**config.mk**
```make
export PLATFORM = sky130hd
export DESIGN_NAME = uart_tx
export DESIGN_NICKNAME = d
export VERILOG_FILES = /design/src/rtl/uart_tx.sv
export SDC_FILE = /design/constraint.sdc
export NUM_CORES = 1
export LEC_CHECK = 0
export CAP_MARGIN = 10
export CORE_AREA = 2 2 70 72
export CTS_CLUSTER_DIAMETER = 60
export CTS_CLUSTER_SIZE = 12
export DETAILED_ROUTE_END_ITERATION = 10
export DIE_AREA = 0 0 72 74
export PLACE_DENSITY = 0.63
export SYNTH_ARGS = -nofsm -noshare
export SYNTH_HDL_FRONTEND = slang
export SYNTH_SLANG_ARGS = --single-unit
```
**constraint.sdc**
```tcl
create_clock -name clk -period 4.4 [get_ports clk]
set_clock_uncertainty 0.15 [all_clocks]
set_input_delay 0.88 -clock clk [delete_from_list [all_inputs] [get_ports clk]]
set_output_delay 0.88 -clock clk [all_outputs]
set_load 0.03 [all_outputs]
```
**src/rtl/uart_tx.sv**
```systemverilog
// ============================================================================
// uart_tx : framed UART transmitter with a one-word holding register (rev 1.0)
// ============================================================================
`timescale 1ns/1ps
`default_nettype none

module uart_tx #(
  parameter int WIDTH         = 8,
  parameter int DIVISOR       = 100,
  parameter int STOP_BITS     = 1,
  parameter int LITTLE_ENDIAN = 0
) (
  input  logic             clk,
  input  logic             i_reset,
  input  logic [WIDTH-1:0] i_data,
  input  logic             i_data_valid,
  output logic             o_ready,
  output logic             o_tx,
  output logic             o_busy,
  output logic             o_frame_done
);

  localparam int BAUD_W = $clog2(DIVISOR);
  localparam int BIT_W  = $clog2(WIDTH) + 1;
  localparam logic [BAUD_W-1:0] C_BAUD_LAST = BAUD_W'(DIVISOR - 1);
  localparam logic [BIT_W-1:0]  C_DATA_LAST = BIT_W'(WIDTH - 1);
  localparam logic [BIT_W-1:0]  C_STOP_LAST = BIT_W'(STOP_BITS - 1);

  typedef enum logic [1:0] {
    S_IDLE  = 2'd0,
    S_START = 2'd1,
    S_DATA  = 2'd2,
    S_STOP  = 2'd3
  } state_t;

  state_t             state_q, state_d;
  logic [BAUD_W-1:0]  baud_q, baud_d;
  logic [BIT_W-1:0]   bit_q, bit_d;
  logic [WIDTH-1:0]   shift_q, shift_d;
  logic [WIDTH-1:0]   hold_q, hold_d;
  logic               hold_full_q, hold_full_d;
  logic               tx_q, tx_d;

  logic w_accept;
  logic w_baud_wrap;
  logic w_frame_end;

  assign o_ready      = ~hold_full_q & ~i_reset;
  assign w_accept     = i_data_valid & o_ready;
  assign w_baud_wrap  = (baud_q == C_BAUD_LAST);
  assign w_frame_end  = (state_q == S_STOP) && w_baud_wrap && (bit_q == C_STOP_LAST);
  assign o_tx         = tx_q;
  assign o_busy       = (state_q != S_IDLE) | hold_full_q;
  assign o_frame_done = w_frame_end;

  always_comb begin
    state_d     = state_q;
    baud_d      = baud_q;
    bit_d       = bit_q;
    shift_d     = shift_q;
    hold_d      = hold_q;
    hold_full_d = hold_full_q;
    tx_d        = 1'b1;

    if (state_q != S_IDLE) begin
      baud_d = w_baud_wrap ? '0 : baud_q + BAUD_W'(1);
    end

    case (state_q)
      S_IDLE: begin
        if (w_accept) begin
          shift_d = i_data;
          baud_d  = '0;
          state_d = S_START;
        end
      end
      S_START: begin
        if (w_baud_wrap) begin
          state_d = S_DATA;
          bit_d   = '0;
        end
      end
      S_DATA: begin
        if (w_baud_wrap) begin
          if (bit_q == C_DATA_LAST) begin
            state_d = S_STOP;
            bit_d   = '0;
          end else begin
            bit_d   = bit_q + BIT_W'(1);
            shift_d = (LITTLE_ENDIAN != 0) ? (shift_q >> 1) : (shift_q << 1);
          end
        end
      end
      S_STOP: begin
        if (w_frame_end) begin
          // An accept landing on the closing edge with an empty hold goes
          // straight to the shifter so the hold never outlives the frame.
          if (hold_full_q) begin
            shift_d     = hold_q;
            hold_full_d = 1'b0;
            state_d     = S_START;
          end else if (w_accept) begin
            shift_d = i_data;
            state_d = S_START;
          end else begin
            state_d = S_IDLE;
          end
          bit_d = '0;
        end else if (w_baud_wrap) begin
          bit_d = bit_q + BIT_W'(1);
        end
      end
      default: state_d = S_IDLE;
    endcase

    if (w_accept && (state_q != S_IDLE) && !w_frame_end) begin
      hold_d      = i_data;
      hold_full_d = 1'b1;
    end

    case (state_d)
      S_START: tx_d = 1'b0;
      S_DATA:  tx_d = (LITTLE_ENDIAN != 0) ? shift_d[0] : shift_d[WIDTH-1];
      default: tx_d = 1'b1;
    endcase
  end

  always_ff @(posedge clk) begin
    if (i_reset) begin
      state_q     <= S_IDLE;
      baud_q      <= '0;
      bit_q       <= '0;
      shift_q     <= '0;
      hold_q      <= '0;
      hold_full_q <= 1'b0;
      tx_q        <= 1'b1;
    end else begin
      state_q     <= state_d;
      baud_q      <= baud_d;
      bit_q       <= bit_d;
      shift_q     <= shift_d;
      hold_q      <= hold_d;
      hold_full_q <= hold_full_d;
      tx_q        <= tx_d;
    end
  end

endmodule

`default_nettype wire

```
==> results by group, run 1 <==
Worst hold path
  • WHS Path Cells: 1
  • WHS Endpoint: shift_q[6]$_SDFFE_PP0P_
  • HP Start: shift_q[6]$_SDFFE_PP0P_
  • Hold crit path type: flop to flop

Yosys
  • Yosys top cell by area: dfxtp_1
  • Synth top area cells: dfxtp_1 35%, nor2_1 5.7%, a21oi_1 5.6%, mux2i_1 5.6%, nand2_1 5.3%
  • Synth Area in Adders: 0.0492
  • Synth unique cells: 49
  • Main combinational cell family by area after synthesis: compound AO/OA/AOI/OAI gates
  • Async SR Flop Fraction: 0
  • Yosys reg bits: 31
  • Predominant post-synthesis flop cell: dfxtp_1
  • Syn_nets: 232
  • Compound-gate portion of the synthesized area: 0.258
  • Mapped Cells: 214
  • Most instantiated cells after synthesis: 31 x dfxtp_1, 27 x nor2_1, 25 x nand2_1
  • Number of synthesized flops with an enable pin: 0
  • Most numerous cell in the Yosys netlist: dfxtp_1
  • Syn avg cell area: 8.31 sq um
  • Post-synthesis simple-gate area fraction: 0.237
  • Ys Warns: 0
  • Post-Synth XOR/XNOR Area: 0.00492
  • Synth top area share: 0.349
  • Post-Syn Area: 1780 sq um
  • Register area share after synthesis: 0.349
  • Multiplexer share of the synthesized area: 0.0626

Drt
  • Initial DRT Pass Iterations: 4
  • Wire per inst: 14.7 microns
  • DRC Markers: 0
  • Routed vias: 1,601
  • Vias/cell: 5.64
  • Detailed Route Iter0 Violations: 87
  • Post-route ant nets: 0
  • Final WL: 4180 microns

CTS
  • Num Clock Sinks: 31
  • Clock Root Buffer: clkbuf_8
  • Reg clk slew, reported paths: 0.07 ns
  • Cts bufs inserted: 5
  • Number of setup buffers added after CTS: 0
  • CTS tree: yes
  • CTS hold repair buffers: 0
  • Post-cts resize count: 0
  • Clock latency at the later pin of the worst-skew pair: 0.29 ns
  • Clk buf depth: 2
  • H-tree Lvls: 2

Floorplan
  • CORE AREA: 4600 sq um
  • DIE AREA: 5330 sq um
  • Starting Density: 0.387
  • Row count: 25
  • Die width: 72 microns
  • Io pins: 15
  • Die Height: 74 microns

Pwr
  • Pwr dens: 303 nW/um^2
  • Leak: 0.707 nW
  • Maximum vdd drop: 0.160 mV

Critical path
  • Worst Reg-to-Reg Cells: 6
  • Critical path class: flop to output pin
  • CP Capture Type: output pin
  • WP data arrival: 2.40 ns
  • Reg-to-reg endpoint: o_tx$_SDFF_PP1_
  • R2R Path Start: state_q[0]$_SDFF_PP0_
  • Setup crit start: state_q[1]$_SDFF_PP0_
  • Setup slack, reg-to-reg: 2.05 ns
  • Required @ worst endpoint: 3.37 ns
  • Startpoint class of the critical path: flop
  • Worst-path fanout max: 8

Global route
  • GR Overflow Total: 0
  • Largest net degree at the start of global routing: 24
  • Vias in the first global route: 1,455
  • First-pass GRT wire length: 7200 microns
  • Initial antenna violation count: 0
  • Total GRT Usage: 0.174

STA
  • Hold slack: 0.344 ns
  • Final Hold Vio Count: 0
  • Maximum clock frequency: 0.292 GHz
  • Final Setup Violations: 0
  • Least-Margin Pin Slew: 0.756 ns
  • Setup TNS: 0 ns
  • Slew HR: 0.488
  • Final clock period utilization by the worst path: 0.778
  • Max-slew violation count: 0
  • Setup ws final: 0.975 ns
  • Min Tclk post-route: 3.43 ns
  • RSZ-0062 raised after global routing: no

Placed design
  • PortBufs: 14
  • Worst slack, placed: 1.09 ns
  • Final Wtd Congestion: 0.877
  • Placed Area: 1970 sq um
  • DP HPWL: 2920 microns

Job
  • Max cap viols: 0

Final layout
  • # diodes: 0
  • Filler cell count: 464
  • Share of cells above drive strength 1: 0.0826
  • Final nets: 247
  • Final instance area: 2070 sq um
  • Area growth syn-to-layout: 16.5%

Status
  • Outcome: finished clean
worst max-delay path by stage:
stage | endpoint | slack (ns) | cells after the start
2_1_floorplan | o_ready | 1.68 | 3
3_3_place_gp | o_ready | 1.10 | 3
3_5_place_dp | o_ready | 1.09 | 3
4_1_cts | o_frame_done | 0.99 | 5
5_1_grt | o_frame_done | 0.88 | 5
6_report | o_frame_done | 0.97 | 5
through the flow:
stage | power, W | std cells | utilization
after floorplan | 0.000352 | 214 | -
after global placement | 0.000381 | 276 | 0.428
after detailed placement | 0.000381 | 276 | 0.428
after CTS | 0.000635 | 284 | 0.451
after global routing | 0.000660 | 284 | 0.451
final | 0.000628 | 284 | 0.451
layout make-up:
| cell class | count | area, sq um | share of cell area |
|---|---|---|---|
| Clock buffer | 7 | 96.3 | 0.0465 |
| Tap cell | 54 | 67.6 | 0.0326 |
| Inverter | 10 | 37.5 | 0.0181 |
| Timing Repair Buffer | 16 | 155 | 0.0748 |
| Sequential cell | 31 | 621 | 0.299 |
| Multi-Input combinational cell | 165 | 1090 | 0.525 |
| Clock inverter | 1 | 7.51 | 0.00362 |
state kept, by name, indices dropped and copies added (netlist names):
signal	count
hold_q	8
shift_q	8
baud_q	7
bit_q	4
state_q	2
hold_full_q	1
o_tx	1
layer usage:
| metal | part of all wire | vias up | wire length, microns | global-route usage |
|---|---|---|---|---|
| met3 | 0.044 | 6 | 186 | 0.0325 |
| met4 | 0.014 | 0 | 59 | 0.0755 |
| met2 | 0.47 | 33 | 1960 | 0.275 |
| met1 | 0.47 | 743 | 1980 | 0.234 |
| li1 | - | 819 | - | - |
| met5 | 0 | - | 0 | 0 |
critical path, cell delays in order, from the launching register on:
cell             delay, ns
dfxtp_1               0.41
ha_1                  0.41
and4bb_1              0.34
nand3_2               0.13
inv_2                 0.14
clkdlybuf4s50_1       0.68
report_power, final:
part | switching, W | internal, W | total, W
clock | 0.000111 | 0.000142 | 0.000253
combinational | 0.0000471 | 0.0000331 | 0.0000802
sequential | 0.00000645 | 0.000288 | 0.000295
logic make-up after synthesis:
group	count (synthesis)
AOI/OAI and AO/OA	64
xor gates and xnor gates	1
adders and majority gates	7
buffers and inverters	18
DFF	31
muxes	11
and+or+nand+nor	82
placed cells by master (no fill, tap or decap), types with 2 or more instances in the layout:
| master | count |
|---|---|
| nand2_1 | 25 |
| a31oi_1 | 4 |
| dfxtp_1 | 31 |
| nor2_1 | 27 |
| nor3b_1 | 2 |
| nor3_1 | 5 |
| inv_1 | 9 |
| a211oi_1 | 2 |
| a2111oi_0 | 2 |
| nand3_1 | 4 |
| buf_4 | 2 |
| clkbuf_8 | 7 |
| nand2b_1 | 2 |
| o21ai_0 | 10 |
| nor2b_1 | 3 |
| o311ai_1 | 2 |
| a21oi_1 | 20 |
| mux2i_1 | 10 |
| nand4bb_1 | 2 |
| ha_1 | 7 |
| a221oi_1 | 6 |
| clkdlybuf4s50_1 | 14 |
| o2bb2ai_1 | 7 |
No activity file was read; power rests on OpenSTA's default activity.
==> run 2: changes to the inputs <==
==> constraint.sdc (replaced) <==
create_clock -name clk -period 3.3 [get_ports clk]
set_clock_uncertainty 0.15 [all_clocks]
set_input_delay 0.66 -clock clk [delete_from_list [all_inputs] [get_ports clk]]
set_output_delay 0.66 -clock clk [all_outputs]
set_load 0.03 [all_outputs]
==> results by group, run 2 (same netlist as run 1, synthesis figures left out) <==
Critical path
  • Critical path class: flop to output pin
  • Startpoint class of the critical path: flop
  • Worst-path cell chain: ha_1 > and4bb_1 > nand3_2 > inv_2 > clkdlybuf4s50_1
  • CP Buf/Inv Count: 2 (unchanged)
  • Worst-path fanout max: 8 (unchanged)
  • CP Capture Type: output pin
  • Slowest cell on crit path: clkdlybuf4s50_1
  • Required @ worst endpoint: 2.49 ns (-0.88 ns)
  • Slowest stage delay, CP: 0.69 ns (about the same)
  • Top Family by Delay on Critical Path: buffers and inverters
  • WP data arrival: 2.35 ns (-0.05 ns)

Drt
  • Final WL: 4280 microns (+2.3%)
  • DRC Markers: 0 (unchanged)
  • Vias/cell: 5.67 (+0.58%)
  • Initial DRT Pass Iterations: 4 (unchanged)
  • Post-route ant nets: 0 (unchanged)
  • Detailed Route Iter0 Violations: 95 (+9.2%)
  • Wire per inst: 15.0 microns (+2.0%)
  • Routed vias: 1,616 (+0.94%)

Global route
  • First-pass GRT wire length: 7180 microns (-0.19%)
  • GR Overflow Total: 0 (unchanged)
  • Initial antenna violation count: 0 (unchanged)
  • Vias in the first global route: 1,534 (+5.4%)
  • Largest net degree at the start of global routing: 30 (+25%)
  • Total GRT Usage: 0.174 (+0.000623)

CTS
  • Clock latency at the later pin of the worst-skew pair: 0.29 ns (about the same)
  • Reg clk slew, reported paths: 0.07 ns (about the same)
  • CTS hold repair buffers: 0 (unchanged)
  • Cts bufs inserted: 5 (unchanged)
  • Number of setup buffers added after CTS: 0 (unchanged)
  • CTS tree: yes
  • Num Clock Sinks: 31 (unchanged)
  • H-tree Lvls: 2 (unchanged)
  • Post-cts resize count: 0 (unchanged)
  • Clk buf depth: 2 (unchanged)
  • Clock Root Buffer: clkbuf_8

Pwr
  • Leak: 0.712 nW (+0.75%)
  • Maximum vdd drop: 0.276 mV (+73%)
  • Pwr dens: 402 nW/um^2 (+33%)

Final layout
  • Area growth syn-to-layout: 16.8%
  • Final instance area: 2080 sq um (+0.24%)
  • Final std cells w/o fill: 285 (+0.35%)
  • Commonest cells after routing, fill and taps aside: 31 x dfxtp_1, 27 x nor2_1, 25 x nand2_1
  • # diodes: 0 (unchanged)
  • Share of cells above drive strength 1: 0.0909 (+0.00830)
  • Final nets: 248 (+0.40%)
  • Largest regs: hold_q: 8 flops, shift_q: 8 flops, baud_q: 7 flops
  • Commonest non-fill, non-tap cell in the layout: dfxtp_1
  • Final Core Density: 0.452 (+0.00109)

Floorplan
  • Io pins: 15 (unchanged)
  • CORE AREA: 4600 sq um (unchanged)
  • Die Height: 74 microns (unchanged)
  • Starting Density: 0.387 (unchanged)
  • DIE AREA: 5330 sq um (unchanged)
  • Die width: 72 microns (unchanged)
  • Row count: 25 (unchanged)

STA
  • Maximum clock frequency: 0.317 GHz
  • Final Hold Vio Count: 0 (unchanged)
  • Max-slew violation count: 0 (unchanged)
  • Final clock period utilization by the worst path: 0.957
  • Setup ws final: 0.141 ns (-0.834 ns)
  • Slew HR: 0.427 (-0.0608)
  • Setup TNS: 0 ns (unchanged)
  • Least-Margin Pin Slew: 0.846 ns (+0.0899 ns)
  • Min Tclk post-route: 3.16 ns
  • RSZ-0062 raised after global routing: no
  • Final Setup Violations: 0 (unchanged)

Worst hold path
  • Hold crit path type: flop to flop

Job
  • Max cap viols: 0 (unchanged)

Placed design
  • Placed insts: 277 (+0.36%)
  • Final Wtd Congestion: 0.834 (-4.9%)
  • PortBufs: 14 (unchanged)
  • Worst slack, placed: 0.443 ns (-0.647 ns)
  • DP HPWL: 2930 microns (+0.41%)
  • Placed Area: 1970 sq um (+0.25%)

Status
  • Outcome: finished clean
## run 2: cell count changes in the layout (fill, tap and decap cells not counted)
cell,delta
buf_4,+2
clkdlybuf4s50_1,-1
## run 2: metrics by stage
| stage | hold WS [ns] | total power (W) |
|---|---|---|
| after floorplan | 0.298 | 0.000470 |
| after global placement | 0.329 | 0.000509 |
| after detailed placement | 0.325 | 0.000509 |
| after CTS | 0.338 | 0.000845 |
| after global routing | 0.355 | 0.000874 |
| final | 0.335 | 0.000836 |
## run 2: layer usage
layer / global-route usage / vias up / routed length (microns)
met4: 0.0671 / 0 / 67
met3: 0.0474 / 8 / 215
met5: 0 / - / 0
met2: 0.297 / 34 / 2060
li1: - / 822 / -
met1: 0.211 / 752 / 1940
## run 2: layout make-up
cell class                      instances  area, sq um
Tap cell                               54         67.6
Clock inverter                          1         7.51
Fill cell                             450         2520
Inverter                               10         37.5
Sequential cell                        31          621
Clock buffer                            7         96.3
Multi-Input combinational cell        165         1090
Timing Repair Buffer                   17          160
## run 2: worst paths after layout
path                                  end                     from  slack (ns)  cells past startpoint
hold / removal    shift_q[1]$_SDFFE_PP0P_  shift_q[1]$_SDFFE_PP0P_        0.34                      1
setup / recovery             o_frame_done    state_q[1]$_SDFF_PP0_        0.14                      5
hold reg to reg   shift_q[1]$_SDFFE_PP0P_  shift_q[1]$_SDFFE_PP0P_        0.34                      1
setup reg to reg  shift_q[3]$_SDFFE_PP0P_    state_q[1]$_SDFF_PP0_        0.98                      5
## run 2: where the power goes
part / switching, W / total (W) / internal, W
Sequential: 0.00000803 / 0.000393 / 0.000385
Clock: 0.000146 / 0.000335 / 0.000190
Combinational: 0.0000631 / 0.000108 / 0.0000450
## run 2: worst reg2reg max path, cell delays in order (launching register included)
cell and delay (ns):
dfxtp_1 0.39, ha_1 0.39, nand4bb_1 0.32, o31ai_4 0.45, nand3_1 0.32, o2bb2ai_1 0.22
